$ cat src/rtl/spi_cmd_dispatcher.sv
`timescale 1ns/1ps
// spi_cmd_dispatcher
// Receives 24-bit SPI frames {x, y, data}, oversampled in the CLOCK_50 domain,
// queues whole frames in a small FIFO and dispatches them onto the framebuffer
// write port: one pixel write per command, or a full-grid sweep for a clear.
// Ports:
//   CLOCK_50, RESET_N           system clock, async active-low reset
//   SPI_CLK, SPI_CS, SPI_DATA   asynchronous SPI link from the MCU (mode: sample on SPI_CLK fall)
//   wr_valid/wr_ready           framebuffer write handshake
//   wr_x, wr_y, wr_data         write payload, held stable while wr_valid & !wr_ready
//   busy                        dispatcher active or commands queued
//   frame_err, overflow         1-cycle pulses: bad bit count / good frame dropped on full FIFO
//   range_err                   1-cycle pulse: out-of-grid pixel command discarded
//   last_cmd                    last command popped from the FIFO (debug display)
module spi_cmd_dispatcher #(
    parameter int unsigned FIFO_DEPTH = 4,
    parameter int unsigned GRID_W     = 32,
    parameter int unsigned GRID_H     = 16,
    parameter logic [7:0]  CLEAR_X    = 8'hFF
) (
    input  logic        CLOCK_50,
    input  logic        RESET_N,
    input  logic        SPI_CLK,
    input  logic        SPI_CS,
    input  logic        SPI_DATA,
    output logic        wr_valid,
    input  logic        wr_ready,
    output logic [7:0]  wr_x,
    output logic [7:0]  wr_y,
    output logic [7:0]  wr_data,
    output logic        busy,
    output logic        frame_err,
    output logic        overflow,
    output logic        range_err,
    output logic [23:0] last_cmd
);

    localparam int unsigned AW = (FIFO_DEPTH > 1) ? $clog2(FIFO_DEPTH) : 1;
    localparam int unsigned CW = AW + 1;
    localparam int unsigned FW = 24;

    localparam logic [4:0] FRAME_BITS = 5'd24;
    localparam logic [4:0] CNT_MAX    = 5'd31;
    localparam logic [7:0] GRID_W8    = 8'(GRID_W);
    localparam logic [7:0] GRID_H8    = 8'(GRID_H);
    localparam logic [7:0] X_LAST     = 8'(GRID_W - 1);
    localparam logic [7:0] Y_LAST     = 8'(GRID_H - 1);
    localparam logic [CW-1:0] FIFO_FULL_CNT = CW'(FIFO_DEPTH);

    localparam logic [1:0] S_IDLE  = 2'd0;
    localparam logic [1:0] S_LOAD  = 2'd1;
    localparam logic [1:0] S_WRITE = 2'd2;
    localparam logic [1:0] S_CLEAR = 2'd3;

    // ---------------- input synchronizers + edge history ----------------
    logic [1:0] clk_sync, cs_sync, dat_sync;
    logic       clk_hist, cs_hist;

    always_ff @(posedge CLOCK_50 or negedge RESET_N) begin
        if (!RESET_N) begin
            clk_sync <= 2'b11;
            cs_sync  <= 2'b11;
            dat_sync <= 2'b00;
            clk_hist <= 1'b1;
            cs_hist  <= 1'b1;
        end else begin
            clk_sync <= {clk_sync[0], SPI_CLK};
            cs_sync  <= {cs_sync[0], SPI_CS};
            dat_sync <= {dat_sync[0], SPI_DATA};
            clk_hist <= clk_sync[1];
            cs_hist  <= cs_sync[1];
        end
    end

    logic cs_fall_c, cs_rise_c, clk_fall_c;
    assign cs_fall_c  = cs_hist & ~cs_sync[1];
    assign cs_rise_c  = ~cs_hist & cs_sync[1];
    // SPI_CLK edges only count while the synchronized chip select is low
    assign clk_fall_c = clk_hist & ~clk_sync[1] & ~cs_sync[1];

    // ---------------- frame receiver ----------------
    logic [FW-1:0] shift_reg;
    logic [4:0]    bit_cnt;

    always_ff @(posedge CLOCK_50 or negedge RESET_N) begin
        if (!RESET_N) begin
            shift_reg <= '0;
            bit_cnt   <= '0;
        end else if (cs_fall_c) begin
            shift_reg <= '0;
            bit_cnt   <= '0;
        end else if (clk_fall_c) begin
            shift_reg <= {shift_reg[FW-2:0], dat_sync[1]};
            if (bit_cnt != CNT_MAX) begin
                bit_cnt <= bit_cnt + 5'd1;
            end
        end
    end

    // ---------------- command FIFO ----------------
    logic [FW-1:0] fifo_mem [FIFO_DEPTH];
    logic [AW-1:0] wr_ptr, rd_ptr;
    logic [CW-1:0] fifo_cnt, fifo_cnt_n;
    logic          frame_ok_c, fifo_full_c, push_c, pop_c;
    logic [1:0]    state, state_n;

    assign frame_ok_c  = cs_rise_c && (bit_cnt == FRAME_BITS);
    assign fifo_full_c = (fifo_cnt == FIFO_FULL_CNT);
    // a full FIFO drops the frame even if a pop happens in the same cycle
    assign push_c      = frame_ok_c && !fifo_full_c;
    assign pop_c       = (state == S_IDLE) && (fifo_cnt != CW'(0));

    always_comb begin
        fifo_cnt_n = fifo_cnt;
        if (push_c && !pop_c) begin
            fifo_cnt_n = fifo_cnt + CW'(1);
        end else if (!push_c && pop_c) begin
            fifo_cnt_n = fifo_cnt - CW'(1);
        end
    end

    always_ff @(posedge CLOCK_50) begin
        if (push_c) begin
            fifo_mem[wr_ptr] <= shift_reg;
        end
    end

    always_ff @(posedge CLOCK_50 or negedge RESET_N) begin
        if (!RESET_N) begin
            wr_ptr    <= '0;
            rd_ptr    <= '0;
            fifo_cnt  <= '0;
            frame_err <= 1'b0;
            overflow  <= 1'b0;
        end else begin
            if (push_c) begin
                wr_ptr <= wr_ptr + AW'(1);
            end
            if (pop_c) begin
                rd_ptr <= rd_ptr + AW'(1);
            end
            fifo_cnt  <= fifo_cnt_n;
            frame_err <= cs_rise_c && (bit_cnt != FRAME_BITS);
            overflow  <= frame_ok_c && fifo_full_c;
        end
    end

    // ---------------- dispatcher FSM ----------------
    logic [FW-1:0] cmd, cmd_n, last_cmd_n;
    logic          wr_valid_n, range_err_n, busy_n;
    logic [7:0]    wr_x_n, wr_y_n, wr_data_n;
    logic [7:0]    cmd_x, cmd_y, cmd_d;

    assign cmd_x = cmd[23:16];
    assign cmd_y = cmd[15:8];
    assign cmd_d = cmd[7:0];

    always_ff @(posedge CLOCK_50 or negedge RESET_N) begin
        if (!RESET_N) begin
            state     <= S_IDLE;
            cmd       <= '0;
            last_cmd  <= '0;
            wr_valid  <= 1'b0;
            wr_x      <= '0;
            wr_y      <= '0;
            wr_data   <= '0;
            range_err <= 1'b0;
            busy      <= 1'b0;
        end else begin
            state     <= state_n;
            cmd       <= cmd_n;
            last_cmd  <= last_cmd_n;
            wr_valid  <= wr_valid_n;
            wr_x      <= wr_x_n;
            wr_y      <= wr_y_n;
            wr_data   <= wr_data_n;
            range_err <= range_err_n;
            busy      <= busy_n;
        end
    end

    // next state and next registered outputs
    always_comb begin
        state_n     = state;
        cmd_n       = cmd;
        last_cmd_n  = last_cmd;
        wr_valid_n  = wr_valid;
        wr_x_n      = wr_x;
        wr_y_n      = wr_y;
        wr_data_n   = wr_data;
        range_err_n = 1'b0;

        case (state)
            S_IDLE: begin
                if (pop_c) begin
                    cmd_n      = fifo_mem[rd_ptr];
                    last_cmd_n = fifo_mem[rd_ptr];
                    state_n    = S_LOAD;
                end
            end
            S_LOAD: begin
                if (cmd_x == CLEAR_X) begin
                    state_n    = S_CLEAR;
                    wr_valid_n = 1'b1;
                    wr_x_n     = '0;
                    wr_y_n     = '0;
                    wr_data_n  = cmd_d;
                end else if ((cmd_x < GRID_W8) && (cmd_y < GRID_H8)) begin
                    state_n    = S_WRITE;
                    wr_valid_n = 1'b1;
                    wr_x_n     = cmd_x;
                    wr_y_n     = cmd_y;
                    wr_data_n  = cmd_d;
                end else begin
                    state_n     = S_IDLE;
                    range_err_n = 1'b1;
                end
            end
            S_WRITE: begin
                if (wr_ready) begin
                    state_n    = S_IDLE;
                    wr_valid_n = 1'b0;
                end
            end
            S_CLEAR: begin
                // raster sweep: x fastest, done after the last cell is accepted
                if (wr_ready) begin
                    if (wr_x == X_LAST) begin
                        wr_x_n = '0;
                        if (wr_y == Y_LAST) begin
                            state_n    = S_IDLE;
                            wr_valid_n = 1'b0;
                        end else begin
                            wr_y_n = wr_y + 8'd1;
                        end
                    end else begin
                        wr_x_n = wr_x + 8'd1;
                    end
                end
            end
            default: begin
                state_n    = S_IDLE;
                wr_valid_n = 1'b0;
            end
        endcase

        busy_n = (state_n != S_IDLE) || (fifo_cnt_n != CW'(0));
    end

endmodule

$ cat config.mk
export PLATFORM = sky130hd
export DESIGN_NAME = spi_cmd_dispatcher
export DESIGN_NICKNAME = d
export VERILOG_FILES = /design/src/rtl/spi_cmd_dispatcher.sv
export SDC_FILE = /design/constraint.sdc
export NUM_CORES = 1
export LEC_CHECK = 0
export BUFFER_PORTS_ARGS = -buffer_cell sky130_fd_sc_hd__buf_2
export CORE_ASPECT_RATIO = 1.75
export CORE_UTILIZATION = 60
export CTS_CLUSTER_SIZE = 30
export DETAILED_ROUTE_END_ITERATION = 10
export PLACE_DENSITY = 0.79
export RECOVER_POWER = 25
export SLEW_MARGIN = 40
export SYNTH_ARGS = -nofsm -noshare
export SYNTH_HDL_FRONTEND = slang
export SYNTH_SLANG_ARGS = --single-unit
$ cat constraint.sdc
create_clock -name CLOCK_50 -period 3.1 [get_ports CLOCK_50]
set_input_delay 0.31 -clock CLOCK_50 [delete_from_list [all_inputs] [get_ports CLOCK_50]]
set_output_delay 0.31 -clock CLOCK_50 [all_outputs]
set_load 0.02 [all_outputs]
# Word-level counts from Yosys, hierarchy flattened
# Memory sizes are Yosys's and may differ from the RTL's. A register that Yosys moved wholly into a read port is not among the register bits.
# Cells that the tools add are included.
# word_totals
inputBits,6
ram_bits,96
elab_cells,120
output_inout_bits,53
regBits,75
memories,1
# memory_table
name,words,width,rd,rd_ports_with_merged_regs,wr,line,source
fifo_mem,4,24,1,1,1,101,logic [FW-1:0] fifo_mem [FIFO_DEPTH];
# classes
n_bitwise,7
order_cmp,2
add_sub_neg,7
reduce_logical,28
n_eq_ne,16
mux,40
# ops
cell,n
two-way mux 8 bit,11
two-way mux 24 bit,2
one-hot mux 8 bit (2 select lines),2
"adder 8 x 1 -> 8 bit, second input constant",2
two-way mux 5 bit,3
two-way mux 2 bit,7
two-way mux 1 bit,11
"inequality test 2 bit, second input constant",5
"inequality test 5 bit, second input constant",2
nonzero test 2 bit,5
nonzero test 3 bit,3
"== test 8 x 4 -> 1 bit, second input constant",1
"== test 8 x 5 -> 1 bit, second input constant",1
"== test 8 bit, second input constant",1
logical AND 1 bit,8
"less-than comparator 8 x 5 -> 1 bit, second input constant",1
"less-than comparator 8 x 6 -> 1 bit, second input constant",1
one-hot mux 2 bit (4 select lines),1
two-way mux 3 bit,2
AND reduction 2 bit,3
AND reduction 6 bit,1
"adder 5 x 1 -> 5 bit, second input constant",1
"== test 5 bit, second input constant",1
AND reduction 5 bit,1
other kinds (14),24

# Depth between registers and ports, before layout
# depth
depth_word,10
ltp_mapped,8
mapped_depth_nobuf,7

# Worst setup path after synthesis
# Ideal clock, no wire load.
# synth_timing
path_kind,register to register
start,register fifo_cnt[0]
end,"memory fifo_mem[0][0], enable pin"
setup_ps,383
stages_incl_launch_ff,7
arrival_ps,1971
n_path_buf,1
period_less_slack_ps,2354
path_slack_ps,746
path_cell_list,dfrtp_1 -> inv_1 -> ha_1 -> and2_1 -> nor3_1 -> clkbuf_1 -> and2_1
# synth_via
elab_chain_len,5
# synth_lines
item,line,source
start: declaration,103,"logic [CW-1:0] fifo_cnt, fifo_cnt_n;"
start signal: assignment,142,fifo_cnt <= fifo_cnt_n;
== test 3 bit,108,assign fifo_full_c = (fifo_cnt == FIFO_FULL_CNT);
zero test 1 bit,110,assign push_c = frame_ok_c && !fifo_full_c;
logical AND 1 bit,110,
two-way mux 1 bit,123,if (push_c) begin
two-way mux 1 bit (implied by the code),124,fifo_mem[wr_ptr] <= shift_reg;
end: declaration,101,
# No other way between the ends.

# Final worst setup path
# layout_timing
start,register fifo_cnt[0]
end,"memory fifo_mem[3][22], enable pin"
# Same word-level chain as after synthesis.

==> results_dict.tcl <==
set metrics [dict create \
    worst_slew_pin_slew_ps 1680 \
    grt_overflow 0 \
    peakVddDrop_mv 0.394 \
    clock_sinks 195 \
    post_cts_resized 0 \
    post-dp-hpwl_mm 10.9 \
    rsz0062_at_grt "no" \
    skew_ps 11.0 \
    antenna_left 0 \
    failed_checks "max-capacitance violations, max-slew violations" \
    initial_core_util 0.616 \
    synthesis.area_um2 7970 \
    worst-setup-path-type "reg2reg" \
    n_antenna_cell 0 \
    vias 4921 \
    relSlewSlack -0.118 \
    critPathLaunchType "flip-flop" \
    finalWorstSetupSlack_ps 808 \
    pin_count 59 \
    syn2layout_area_growth_pct 14.2 \
    drtPass1Iterations 5 \
    p_leak_nw 3.90 \
    fin_nets 663 \
    whs_path_depth 3 \
    synth_seq_area_share 0.674 \
    die_h_um 154 \
    drc 0 \
    yosys.cell_types.count 58 \
    whs_ps 295 \
    synth_area_per_cell_um2 13.8 \
    fin_total_pwr_mw 5.27 \
    h-tree-depth 4 \
    synth_common_cells "nand2_1 (133), edfxtp_1 (96), dfrtp_1 (93)" \
    hp-class "in2reg" \
    synthCells 577 \
    postLayoutCoreUtil 0.703 \
    grt_pass1_wl_mm 25.9 \
    largest_reg_flops 96 \
    antenna_found_initial 0 \
    fp-row-count 55 \
    synth_area_leaders "edfxtp_1 (36%), dfrtp_1 (29%), mux4_2 (6.8%)" \
    hold_end "wr_valid$_DFFE_PN0P_" \
    root_buffer "clkbuf_16" \
    pre_cts_slack_ps 900 \
    core_um2 12900 \
    grt_max_degree 68 \
    finalHoldViolCount 0 \
    grt_pass1_vias 5096 \
    fin_crit_ps 2290 \
    cts-buffers-inserted 17 \
    endpoint_kind "flip-flop" \
    maxSlewViolCount 68 \
    die_w_um 89.1 \
    wl_per_cell_um 19.7 \
    cts_buffer_depth 2 \
    grt_usage 0.258 \
    drive_gt1_frac 0.245 \
    clock_latency_ps 420 \
    regToRegSetupSlack_ps 810 \
    outcome "finished, violations left" \
    avgViaCountPerCell 5.94 \
    synth_edf_count 96 \
    routed_wl_mm 16.3 \
    setup_viol 0 \
    place_congestion 0.811 \
    cp_max_fo 24 \
    drv_cap 1 \
    cp.arrival_ps 2370 \
    die-area_um2 13800 \
    drt_iter0_markers 361 \
    min_from "wr_ready" \
    fin_setup_tns_ps 0 \
    ys.flop_type "edfxtp_1" \
    syn-num-nets 595 \
    period_share 0.739 \
    crit_required_ps 3180 \
    port_buffers 58 \
    clkTransAtPathRegs_ps 70 \
    netlist.area_leader.share 0.362 \
    async_flop_share 0.508 \
    r2r-end "fifo_mem[3][22]$_DFFE_PP_" \
    yosys_warnings 0 \
    reg2reg_depth 7 \
    synth_seq_cells 195 \
    cellPowerDensity_nw_per_um2 580 \
    synth_largest_area_cell "edfxtp_1" \
    tritoncts "yes" \
    fmaxAchievable_mhz 436 \
    reg2reg_from "fifo_cnt[0]$_DFF_PN0_" \
    synth_most_common_cell "nand2_1" \
]
worst max path at each step:
stage,from,end
finish,fifo_cnt[0]$_DFF_PN0_,fifo_mem[3][22]$_DFFE_PP_
global route,fifo_cnt[0]$_DFF_PN0_,fifo_mem[1][3]$_DFFE_PP_
CTS,fifo_cnt[0]$_DFF_PN0_,fifo_mem[1][3]$_DFFE_PP_
detailed placement,fifo_cnt[0]$_DFF_PN0_,fifo_mem[1][4]$_DFFE_PP_
global placement,cmd[15]$_DFFE_PN0P_,wr_x[1]$_DFFE_PN0P_
floorplan,fifo_cnt[0]$_DFF_PN0_,fifo_mem[0][0]$_DFFE_PP_
final cells by class:
type / instances / area, um2
flip-flops and latches: 195 / 5370
fillers: 850 / 3840
multi-input cells: 342 / 2440
repair buffers: 75 / 428
clock buffers: 17 / 425
well taps: 171 / 214
clock inverters: 15 / 168
inverters: 14 / 52.6
cell usage in the layout (no fill, tap or decap), drive strengths merged, types with 8 or more instances in the layout:
cell type / n
dfrtp: 93
mux2: 17
clkbuf: 18
ha: 12
nor2: 15
mux4: 24
buf: 70
inv: 23
xnor2: 9
nand2: 133
edfxtp: 96
o21ai: 8
a21oi: 30
a22o: 8
worst max-delay path, stage by stage (launching register included):
cell and delay [ps]:
dfrtp_1 380, inv_1 120, ha_1 250, and2_1 190, nor3_1 260, buf_4 230, and2_1 150, buf_4 340
stage by stage:
step	instances	instance area [um2]
floorplan	577	7970
global route	829	9100
CTS	828	9090
detailed placement	793	8460
finish	829	9100
global placement	793	8460
power by group:
| group | internal, mW | switching (mW) | leakage (nW) |
|---|---|---|---|
| sequential | 2.75 | 0.0818 | 2.25 |
| clock | 1.15 | 1.01 | 0.294 |
| combinational | 0.113 | 0.169 | 1.36 |
| total | 4.01 | 1.26 | 3.90 |
what timing repair did:
item,4_1_cts,5_1_grt
buffers inserted,0,0
hold buffers,3,1
hold endpoints to repair,3,59
cells by family (layout without fill, tap and decap cells):
| kind of cell | after synthesis | count (layout) | synth area share |
|---|---|---|---|
| multiplexers | 44 | 44 | 0.0956 |
| buffers and inverters | 40 | 121 | 0.0218 |
| XOR/XNOR | 13 | 13 | 0.0143 |
| flip-flops | 195 | 195 | 0.674 |
| AO/OA/AOI/OAI | 72 | 72 | 0.0609 |
| adder cells (fa/ha/maj) | 12 | 12 | 0.0188 |
| AND/OR/NAND/NOR | 201 | 201 | 0.115 |
metal layers:
| metal | share of wire | vias to the layer above | track usage |
|---|---|---|---|
| li1 | - | 2220 | - |
| met1 | 0.37 | 2483 | 0.294 |
| met2 | 0.56 | 182 | 0.458 |
| met3 | 0.041 | 36 | 0.0491 |
| met4 | 0.031 | 0 | 0.118 |
| met5 | 0 | - | 0 |
Power figures use the tool's default switching activity.
